**src/rtl/fetch_pkg.sv**
```systemverilog
// Shared definitions for the instruction fetch stage.
// Contents: control opcodes resolved inside fetch (CALL/RET/HALT), byte-field
// positions of the 32-bit instruction word, the fetch FSM state type and the
// stack fault codes reported on fault_code.
package fetch_pkg;

  // Control opcodes, compared against op[5:0] (op[7:6] carry IMM flags).
  localparam logic [5:0] OP_CALL = 6'h30;
  localparam logic [5:0] OP_RET  = 6'h31;
  localparam logic [5:0] OP_HALT = 6'h32;

  // Instruction byte fields: OP = [7:0], ARG1 = [15:8], ARG2 = [23:16], DEST = [31:24].
  localparam int unsigned OP_LSB   = 0;
  localparam int unsigned ARG1_LSB = 8;
  localparam int unsigned ARG2_LSB = 16;
  localparam int unsigned DEST_LSB = 24;
  localparam int unsigned FIELD_W  = 8;
  localparam int unsigned OPC_W    = 6;

  typedef enum logic [1:0] {
    ST_IDLE,
    ST_FETCH,
    ST_ISSUE,
    ST_HALTED
  } state_e;

  typedef enum logic [1:0] {
    FAULT_NONE = 2'b00,
    FAULT_OVF  = 2'b01,
    FAULT_UNF  = 2'b10
  } fault_e;

endpackage

```
**src/rtl/fetch_unit_if.sv**
```systemverilog
// Bus bundle between the fetch stage, the program ROM and the execute stage.
//   address       : ROM read address (driven by fetch)
//   opcode        : registered ROM output (driven by ROM)
//   instr         : instruction handed to execute (driven by fetch)
//   instr_valid   : instr presented (driven by fetch)
//   instr_ready   : execute accepts instr (driven by execute)
//   branch_valid  : redirect request, meaningful with the accept (driven by execute)
//   branch_target : redirect address (driven by execute)
// master = fetch side, slave = ROM/execute side.
interface fetch_unit_if #(
  parameter int unsigned ADDR_W  = 8,
  parameter int unsigned INSTR_W = 32
);
  logic [ADDR_W-1:0]  address;
  logic [INSTR_W-1:0] opcode;
  logic [INSTR_W-1:0] instr;
  logic               instr_valid;
  logic               instr_ready;
  logic               branch_valid;
  logic [ADDR_W-1:0]  branch_target;

  modport master (
    output address,
    input  opcode,
    output instr,
    output instr_valid,
    input  instr_ready,
    input  branch_valid,
    input  branch_target
  );

  modport slave (
    input  address,
    output opcode,
    input  instr,
    input  instr_valid,
    output instr_ready,
    output branch_valid,
    output branch_target
  );
endinterface

```
**src/rtl/fetch_unit_call_stack.sv**
```systemverilog
// Return-address LIFO for CALL/RET.
// Ports:
//   clk, rst    : clock, synchronous active-low reset (empties the stack)
//   clear_i     : synchronous empty (edit mode)
//   push_i      : push data_i (ignored when full)
//   pop_i       : drop the top entry (ignored when empty)
//   data_i      : value to push
//   top_o       : current top entry (undefined when empty)
//   full_o      : DEPTH entries held
//   empty_o     : no entries held
// Entry contents are never reset; only the stack pointer is meaningful.
module call_stack #(
  parameter int unsigned DEPTH = 4,
  parameter int unsigned WIDTH = 8
) (
  input  logic             clk,
  input  logic             rst,
  input  logic             clear_i,
  input  logic             push_i,
  input  logic             pop_i,
  input  logic [WIDTH-1:0] data_i,
  output logic [WIDTH-1:0] top_o,
  output logic             full_o,
  output logic             empty_o
);
  localparam int unsigned SP_W  = $clog2(DEPTH + 1);
  localparam int unsigned IDX_W = (DEPTH > 1) ? $clog2(DEPTH) : 1;

  logic [SP_W-1:0]  sp_q, sp_d;
  logic [WIDTH-1:0] mem_q [DEPTH];
  logic [IDX_W-1:0] wr_idx, top_idx;

  assign full_o  = (sp_q == SP_W'(DEPTH));
  assign empty_o = (sp_q == '0);
  assign wr_idx  = IDX_W'(sp_q);
  assign top_idx = IDX_W'(sp_q - SP_W'(1));
  assign top_o   = mem_q[top_idx];

  always_comb begin
    sp_d = sp_q;
    if (clear_i) begin
      sp_d = '0;
    end else if (push_i && !full_o) begin
      sp_d = sp_q + SP_W'(1);
    end else if (pop_i && !empty_o) begin
      sp_d = sp_q - SP_W'(1);
    end
  end

  always_ff @(posedge clk) begin
    if (!rst) begin
      sp_q <= '0;
    end else begin
      sp_q <= sp_d;
    end
  end

  always_ff @(posedge clk) begin
    if (rst && !clear_i && push_i && !full_o) begin
      mem_q[wr_idx] <= data_i;
    end
  end
endmodule

```
**src/rtl/fetch_unit.sv**
```systemverilog
// Instruction fetch stage downstream of the program ROM.
// Owns the PC, drives the ROM address, resolves CALL/RET/HALT internally via
// a return-address stack and hands all other instructions to execute over a
// valid/ready handshake, accepting branch redirects with the accept.
// Ports:
//   clk, rst   : clock, synchronous active-low reset
//   edit       : programming mode, returns to IDLE and clears PC/stack/fault
//   start      : begins execution from IDLE
//   bus        : ROM and execute handshake signals (fetch_unit_if.master)
//   pc         : current program counter
//   halted     : HALTED state
//   fault      : stack fault latched
//   fault_code : 01 overflow, 10 underflow, 00 none
module fetch_unit
  import fetch_pkg::*;
#(
  parameter int unsigned ADDR_W      = 8,
  parameter int unsigned INSTR_W     = 32,
  parameter int unsigned PC_STEP     = 4,
  parameter int unsigned STACK_DEPTH = 4,
  parameter int unsigned RESET_PC    = 0
) (
  input  logic              clk,
  input  logic              rst,
  input  logic              edit,
  input  logic              start,
  fetch_unit_if.master      bus,
  output logic [ADDR_W-1:0] pc,
  output logic              halted,
  output logic              fault,
  output logic [1:0]        fault_code
);
  state_e            state_q, state_d;
  logic [ADDR_W-1:0] pc_q, pc_d;
  logic              fault_q, fault_d;
  fault_e            code_q, code_d;

  logic              stk_clear, stk_push, stk_pop, stk_full, stk_empty;
  logic [ADDR_W-1:0] stk_top, ret_addr;

  logic [OPC_W-1:0]   op;
  logic [FIELD_W-1:0] arg1;

  assign op       = bus.opcode[OP_LSB +: OPC_W];
  assign arg1     = bus.opcode[ARG1_LSB +: FIELD_W];
  assign ret_addr = pc_q + ADDR_W'(PC_STEP);

  call_stack #(
    .DEPTH (STACK_DEPTH),
    .WIDTH (ADDR_W)
  ) u_stack (
    .clk     (clk),
    .rst     (rst),
    .clear_i (stk_clear),
    .push_i  (stk_push),
    .pop_i   (stk_pop),
    .data_i  (ret_addr),
    .top_o   (stk_top),
    .full_o  (stk_full),
    .empty_o (stk_empty)
  );

  always_comb begin
    state_d         = state_q;
    pc_d            = pc_q;
    fault_d         = fault_q;
    code_d          = code_q;
    stk_clear       = 1'b0;
    stk_push        = 1'b0;
    stk_pop         = 1'b0;
    bus.instr_valid = 1'b0;
    bus.instr       = '0;

    unique case (state_q)
      ST_IDLE: begin
        if (start) state_d = ST_FETCH;
      end
      ST_FETCH: state_d = ST_ISSUE;
      ST_ISSUE: begin
        // The ROM output is stable here because the PC is held since FETCH,
        // so instr can be driven straight from opcode while backpressured.
        unique case (op)
          OP_CALL: begin
            if (stk_full) begin
              fault_d = 1'b1;
              code_d  = FAULT_OVF;
              state_d = ST_HALTED;
            end else begin
              stk_push = 1'b1;
              pc_d     = ADDR_W'(arg1);
              state_d  = ST_FETCH;
            end
          end
          OP_RET: begin
            if (stk_empty) begin
              fault_d = 1'b1;
              code_d  = FAULT_UNF;
              state_d = ST_HALTED;
            end else begin
              stk_pop = 1'b1;
              pc_d    = stk_top;
              state_d = ST_FETCH;
            end
          end
          OP_HALT: state_d = ST_HALTED;
          default: begin
            bus.instr_valid = 1'b1;
            bus.instr       = bus.opcode;
            if (bus.instr_ready) begin
              pc_d    = bus.branch_valid ? bus.branch_target : ret_addr;
              state_d = ST_FETCH;
            end
          end
        endcase
      end
      ST_HALTED: ;
      default: state_d = ST_IDLE;
    endcase

    // Edit overrides every transition computed above.
    if (edit) begin
      state_d   = ST_IDLE;
      pc_d      = ADDR_W'(RESET_PC);
      fault_d   = 1'b0;
      code_d    = FAULT_NONE;
      stk_clear = 1'b1;
      stk_push  = 1'b0;
      stk_pop   = 1'b0;
    end
  end

  always_ff @(posedge clk) begin
    if (!rst) begin
      state_q <= ST_IDLE;
      pc_q    <= ADDR_W'(RESET_PC);
      fault_q <= 1'b0;
      code_q  <= FAULT_NONE;
    end else begin
      state_q <= state_d;
      pc_q    <= pc_d;
      fault_q <= fault_d;
      code_q  <= code_d;
    end
  end

  assign bus.address = pc_q;
  assign pc          = pc_q;
  assign halted      = (state_q == ST_HALTED);
  assign fault       = fault_q;
  assign fault_code  = code_q;
endmodule

```
**src/flat_wrapper.sv**
```systemverilog
// flat-port wrapper written by rule: the top's interface ports become plain ports
module fetch_unit_flat import fetch_pkg::*;
#(
  parameter int unsigned ADDR_W      = 8,
  parameter int unsigned INSTR_W     = 32,
  parameter int unsigned PC_STEP     = 4,
  parameter int unsigned STACK_DEPTH = 4,
  parameter int unsigned RESET_PC    = 0
)
  (clk, rst, edit, start, pc, halted, fault, fault_code, bus_address, bus_opcode, bus_instr, bus_instr_valid, bus_instr_ready, bus_branch_valid, bus_branch_target);
  fetch_unit_if #(.ADDR_W(ADDR_W), .INSTR_W(INSTR_W)) bus_i ();
  input  logic clk;
  input  logic rst;
  input  logic edit;
  input  logic start;
  output logic [ADDR_W-1:0] pc;
  output logic halted;
  output logic fault;
  output logic [1:0] fault_code;
  output wire logic [$bits(bus_i.address)-1:0] bus_address;
  input wire logic [$bits(bus_i.opcode)-1:0] bus_opcode;
  output wire logic [$bits(bus_i.instr)-1:0] bus_instr;
  output wire logic [$bits(bus_i.instr_valid)-1:0] bus_instr_valid;
  input wire logic [$bits(bus_i.instr_ready)-1:0] bus_instr_ready;
  input wire logic [$bits(bus_i.branch_valid)-1:0] bus_branch_valid;
  input wire logic [$bits(bus_i.branch_target)-1:0] bus_branch_target;
  assign bus_address = bus_i.address;
  assign bus_i.opcode = bus_opcode;
  assign bus_instr = bus_i.instr;
  assign bus_instr_valid = bus_i.instr_valid;
  assign bus_i.instr_ready = bus_instr_ready;
  assign bus_i.branch_valid = bus_branch_valid;
  assign bus_i.branch_target = bus_branch_target;
  fetch_unit #(.ADDR_W(ADDR_W), .INSTR_W(INSTR_W), .PC_STEP(PC_STEP), .STACK_DEPTH(STACK_DEPTH), .RESET_PC(RESET_PC)) u_core (.clk(clk), .rst(rst), .edit(edit), .start(start), .bus(bus_i), .pc(pc), .halted(halted), .fault(fault), .fault_code(fault_code));
endmodule
```
**config.mk**
```make
export PLATFORM = sky130hd
export DESIGN_NAME = fetch_unit_flat
export DESIGN_NICKNAME = d
export VERILOG_FILES = /design/src/rtl/fetch_pkg.sv /design/src/rtl/fetch_unit_if.sv /design/src/rtl/fetch_unit_call_stack.sv /design/src/rtl/fetch_unit.sv /design/src/flat_wrapper.sv
export SDC_FILE = /design/constraint.sdc
export NUM_CORES = 1
export LEC_CHECK = 0
export BUFFER_PORTS_ARGS = -buffer_cell sky130_fd_sc_hd__buf_2
export CAP_MARGIN = 20
export CORE_MARGIN = 1.5
export CORE_UTILIZATION = 52
export CTS_BUF_LIST = sky130_fd_sc_hd__clkbuf_4
export CTS_CLUSTER_DIAMETER = 40
export DETAILED_ROUTE_END_ITERATION = 10
export PLACE_DENSITY = 0.92
export SYNTH_ARGS = -nofsm -noshare
export SYNTH_HDL_FRONTEND = slang
export SYNTH_HIERARCHICAL = 1
export SYNTH_SLANG_ARGS = --single-unit
```
**constraint.sdc**
```tcl
create_clock -name clk -period 2.96 [get_ports clk]
set_input_delay 0.296 -clock clk [delete_from_list [all_inputs] [get_ports clk]]
set_output_delay 0.296 -clock clk [all_outputs]
set_load 0.005 [all_outputs]
```
# Word-level counts from Yosys, hierarchy flattened

Memory sizes are Yosys's and may differ from the RTL's.
Cells that the tools add are included.

Bits in writable memories: 32
Output and inout port bits: 53
Memories: 1
Register bits: 16
Bits of input ports: 46

Mux-type cells: 34
$add $sub $neg: 3
Bitwise operators: 2
Reductions and logical operators: 20
Equal/unequal tests: 13

Memories:

| name                 | words | width | read ports | clocked after memory_dff | write ports | line                        | RTL |
|---|---|---|---|---|---|---|---|
| u_core.u_stack.mem_q | 4     | 8     | 1          | 0                        | 1           | fetch_unit_call_stack.sv:30 | `logic [WIDTH-1:0] mem_q [DEPTH];` |

Operator list:

| kind                                                                    | count |
|---|---|
| 32-bit 2-to-1 mux                                                       | 2 |
| 8-bit 2-to-1 mux                                                        | 4 |
| 8-bit one-hot mux with 3 select lines                                   | 1 |
| 6-bit == test, second input constant                                    | 3 |
| 1-bit 2-to-1 mux                                                        | 15 |
| 2-bit 2-to-1 mux                                                        | 6 |
| 2-bit one-hot mux with 3 select lines                                   | 2 |
| 2-bit inequality test, second input constant                            | 5 |
| 8-bit by 3-bit adder with 8-bit output, second input constant           | 1 |
| 3-bit 2-to-1 mux                                                        | 2 |
| 3-bit nonzero test                                                      | 2 |
| 1-bit logical AND                                                       | 5 |
| 5-bit by 2-bit inequality test with 1-bit output, second input constant | 1 |
| 5-bit AND reduction                                                     | 1 |
| 2-bit == test, second input constant                                    | 2 |
| 2-bit one-hot mux with 2 select lines                                   | 1 |
| 4-bit AND reduction                                                     | 1 |
| 2-bit nonzero test                                                      | 2 |
| 2-bit OR reduction                                                      | 2 |
| 3-bit by 1-bit adder with 3-bit output, second input constant           | 1 |
| 3-bit == test, second input constant                                    | 1 |
| 1-bit zero test                                                         | 3 |
| 3-bit zero test                                                         | 1 |
| 3-bit AND reduction                                                     | 1 |
| other kinds (6)                                                         | 7 |

# Longest topological paths before layout

Depth after elaboration: 9
Gate-level depth with buffers: 11
Mapped depth without buffers: 9

# Modules after synthesis

Netlist, hierarchy kept.

By module, submodules not included:

| module     | instances | sequential area each (um^2) | cells each | area each (um^2) |
|---|---|---|---|---|
| call_stack | 1         | 1021.0                      | 84         | 1468.9 |
| fetch_unit | 1         | 260.2                       | 172        | 1343.8 |

# Worst setup path after synthesis

No wires, ideal clock.

Path kind: reg2reg
Start point: reg u_core.u_stack.sp_q[0]
End point: mem u_core.u_stack.mem_q[0][0] (enable)
Stages on the path, launching flop included: 9
Buffers on the path: 1
Setup time: 332 ps
Clock period less this slack: 2702 ps
Arrival: 2370 ps
Setup slack: 258 ps
Cell sequence: dfxtp_1 buf_2 inv_1 ha_1 nand2_1 inv_1 nor4_1 and3_1 and2_1

Cells in the longest elaborated chain, start to end: 9

Ends and longest elaborated chain:

| element                                | line                        | RTL |
|---|---|---|
| start, declared                        | fetch_unit_call_stack.sv:29 | `logic [SP_W-1:0] sp_q, sp_d;` |
| start signal, assigned                 | fetch_unit_call_stack.sv:54 | `sp_q <= sp_d;` |
| 3-bit == test                          | fetch_unit_call_stack.sv:33 | `assign full_o = (sp_q == SP_W'(DEPTH));` |
| named net u_core.stk_full              | fetch_unit.sv:38            | `logic stk_clear, stk_push, stk_pop, stk_full, stk_empty;` |
| 1-bit 2-to-1 mux                       | fetch_unit.sv:84            | `if (stk_full) begin` |
| 1-bit 2-to-1 mux                       | fetch_unit.sv:82            | `unique case (op)` |
| 1-bit 2-to-1 mux                       | fetch_unit.sv:74            | `unique case (state_q)` |
| 1-bit 2-to-1 mux                       | fetch_unit.sv:121           | `if (edit) begin` |
| named net u_core.stk_push              | fetch_unit.sv:38            |  |
| 1-bit logical AND (2 in a row)         | fetch_unit_call_stack.sv:59 | `if (rst && !clear_i && push_i && !full_o) begin` |
| 1-bit 2-to-1 mux                       | fetch_unit_call_stack.sv:59 |  |
| 1-bit 2-to-1 mux (implied by the code) | fetch_unit_call_stack.sv:60 | `mem_q[wr_idx] <= data_i;` |
| end, declared                          | fetch_unit_call_stack.sv:30 |  |

The timed path passes the listed nets, and every way through them passes these cells.

# Final worst setup path

Start point: reg u_core.u_stack.sp_q[1]
End point: mem u_core.u_stack.mem_q[0][2] (enable)

Same word-level chain as after synthesis.

==> impl_metrics.json <==
{
  "worst_ep_arrival_time_ns": 2.57,
  "static-leakage-power_nw": 1.54,
  "post-cts-setup-buffer-count": 0,
  "pin_count_of_the_biggest_net_entering_global_routing": 32,
  "cts.hold.buffers_added": 0,
  "hpwlAfterDp_mm": 5.17,
  "detailedRoute.firstPassIterationCount": 5,
  "io_buffers": 98,
  "top_level_ports": 99,
  "maxCapViolCount": 0,
  "grt-ovfl-total": 0,
  "synth_simple_gate_area_share_pct": 17.8,
  "chipWidth_um": 76.5,
  "cts_max_level": 2,
  "worst_setup_hold_path_clk_slew_ns": 0.15,
  "ctsResizeCount": 0,
  "die-height_um": 76.5,
  "worst_skew_pair.late_latency_ns": 0.37,
  "place.gp.congestion": 0.857,
  "route.antenna.remaining_nets": 0,
  "synth.mux.area_fraction_pct": 11.2,
  "max-vdd-ir-drop_mv": 0.331,
  "setup_repair_after_global_routing_missed_its_margin": "no",
  "yosysSeqAreaShare_pct": 45.6,
  "synth_edf_count": 32,
  "core_area_mm2": 0.00517,
  "min_period_over_period_pct": 85.5,
  "worstSetupPathType": "reg2reg",
  "crit_path_start_kind": "register",
  "drt-vias-per-instance": 5.62,
  "layout.nets": 401,
  "timing.final.hold_violations": 0,
  "first_global_vias": 2238,
  "syn_area_mm2": 0.00281,
  "power_density_mw_per_mm2": 356,
  "synth_top_family_by_area": "simple AND/OR/NAND/NOR gates",
  "post_synth_xor_area_fraction_pct": 1.25,
  "drive_gt1_share_pct": 36.5,
  "critical_path.endpoint_type": "register",
  "syn-num-nets": 313,
  "max_freq_mhz": 395,
  "cts_tree": "built",
  "number_of_buffers_between_clock_root_and_the_deepest_sink": 2,
  "asyncSetResetFlopFracSynth_pct": 0,
  "postLayoutSetupSlackWorst_ns": 0.430,
  "total_wire_length_mm": 6.65,
  "drt_first_iter_violations": 128,
  "grt_first_pass_wirelength_mm": 10.8,
  "post_synth_num_cell_types": 44,
  "r2r_slack_ns": 0.43,
  "dp_slack_ns": 0.480,
  "synth-seq-cells": 48,
  "worst_clock_skew_ns": 0.00969,
  "drc": 0,
  "slew_headroom_pct": 58.9,
  "synth_ff_type": "edfxtp_1",
  "r2r_start": "u_core/u_stack/sp_q[1]",
  "timing_max_transition_violations_final": 0,
  "start_util_pct": 54.4,
  "post_synth_inst_count": 256,
  "reg2regPathDepth": 7,
  "timing.rr.end": "u_core/u_stack/mem_q[0][2]",
  "post_drt_wl_per_cell_um": 16.0,
  "design.die.area_mm2": 0.00586,
  "finalWorstPathRequiredPeriod_ns": 2.53,
  "hold-path-cell-count": 5,
  "run_status": "finished, final reports clean",
  "worstHoldPathType": "in2reg",
  "worst_pin_slew_ns": 0.614,
  "final_core_utilization_pct": 65.2,
  "cts_root_buf": "clkbuf_4",
  "yosysWarningCount": 6,
  "cts_num_sinks": 48,
  "hold_start": "bus_branch_target[5]",
  "setup_viol": 0,
  "min_to": "u_core/bus.address[5]",
  "fin_setup_tns_ns": 0,
  "synth_area_per_cell_um2": 11.0,
  "dr_vias": 2331,
  "synth_adder_area_share_pct": 4.89,
  "placement_row_count": 26,
  "cts_buffers": 5,
  "global_route.usage.total_pct": 23.7,
  "worst_ep_required_time_ns": 3.00,
  "area_delta_synth_final_pct": 19.9,
  "initial_antenna_violation_count": 0,
  "synth_compound_area_share_pct": 12.0,
  "antenna_cells": 0,
  "path_max_fanout": 8
}
-- cells in the mapped netlist (all sizes together) (2+ instances only) --
master   number  area share, %
and2         37            8.2
edfxtp       32             34
buf          17            4.4
dfxtp        16             11
inv          16            2.1
a21oi        12            2.1
nand2        12            1.6
o21ai        12            2.1
ha           11            4.9
mux2i        10            3.6
nor2         10            1.3
mux4          8            6.4
a31oi         7            1.6
clkbuf        6           0.85
nand3         5           0.89
nor2b         5            1.1
a211oi        3           0.80
mux2          3            1.2
nand2b        3           0.67
a2bb2oi       2           0.62
nor3          2           0.36
nor3b         2           0.53
nor4          2           0.44
o211a         2           0.71
o21a          2           0.53
o311a         2           0.71
o31ai         2           0.53
xnor2         2           0.62
xor2          2           0.62
-- worst max path at each step --
stage,start,cells past startpoint,end
4_1_cts,u_core/u_stack/sp_q[1],7,u_core/u_stack/mem_q[0][5]
6_report,u_core/u_stack/sp_q[1],7,u_core/u_stack/mem_q[0][2]
5_1_grt,u_core/u_stack/sp_q[1],7,u_core/u_stack/mem_q[0][5]
2_1_floorplan,u_core/u_stack/sp_q[0],8,u_core/u_stack/mem_q[0][0]
3_3_place_gp,u_core/u_stack/sp_q[1],7,u_core/u_stack/mem_q[0][4]
3_5_place_dp,u_core/u_stack/sp_q[1],7,u_core/u_stack/mem_q[0][4]
-- cell families (layout without fill, tap and decap cells) --
logic type | count (synthesis) | after routing
AOI/OAI and AO/OA | 48 | 48
buffers and inverters | 39 | 128
xor gates and xnor gates | 4 | 4
DFF | 48 | 48
and+or+nand+nor | 85 | 85
adders and majority gates | 11 | 11
muxes | 21 | 21
-- layout make-up --
cell class / instances / area [um^2]
multi-input cells: 169 / 1330
clock buffers: 5 / 37.5
flip-flops and latches: 48 / 1280
fillers: 421 / 1800
clock inverters: 3 / 46.3
repair buffers: 104 / 536
well taps: 70 / 87.6
inverters: 16 / 60.1
-- stage by stage --
| stage | power (mW) | instances | cell area, um^2 | hold slack, ns |
|---|---|---|---|---|
| finish | 1.20 | 415 | 3370 | 0.287 |
| detailed placement | 0.809 | 407 | 3290 | 0.491 |
| global placement | 0.807 | 407 | 3290 | 0.446 |
| global route | 1.24 | 415 | 3370 | 0.295 |
| floorplan | 0.767 | 256 | 2810 | 0.461 |
| CTS | 1.20 | 415 | 3370 | 0.281 |
-- layer usage --
metal	vias to the layer above	part of all wire, %	GRT usage, %	wire length [um]
li1	1082	-	-	-
met4	0	2.9	12.2	193
met2	127	49	39.3	3260
met5	-	0	0	0
met1	1104	40	29.5	2680
met3	18	7.7	4.55	514
-- cell usage in the layout, fill, tap and decap left out, types with 6 or more instances in the layout --
cell type | netlist | final
a21oi_1 | 12 | 12
a31oi_1 | 7 | 7
and2_1 | 37 | 37
buf_2 | 5 | 98
buf_4 | 10 | 6
dfxtp_1 | 16 | 16
edfxtp_1 | 32 | 32
ha_1 | 11 | 11
inv_1 | 16 | 16
mux2i_1 | 10 | 10
mux4_2 | 8 | 8
nand2_1 | 12 | 12
nor2_1 | 10 | 10
o21ai_0 | 7 | 7
-- sequential cells by signal, summed over array words and instances (netlist names) --
name	cells
u_core/state_q	2
u_core/fault	1
u_core/u_stack/mem_q	32
u_core/u_stack/sp_q	3
u_core/fault_code	2
u_core/bus.address	8
-- worst max-delay path, stage by stage, from the launching register on --
cell and delay (ns):
dfxtp_1 0.48, inv_1 0.12, ha_1 0.29, nand2_1 0.15, inv_1 0.11, nor4_1 0.34
and3_1 0.28, and2_1 0.41
-- where the power goes --
group	leakage (nW)	internal, mW	switching, mW
Sequential	0.444	0.707	0.00132
Combinational	1.06	0.0436	0.0430
Clock	0.0418	0.181	0.226
Total	1.54	0.931	0.270
Power figures use the tool's default switching activity.
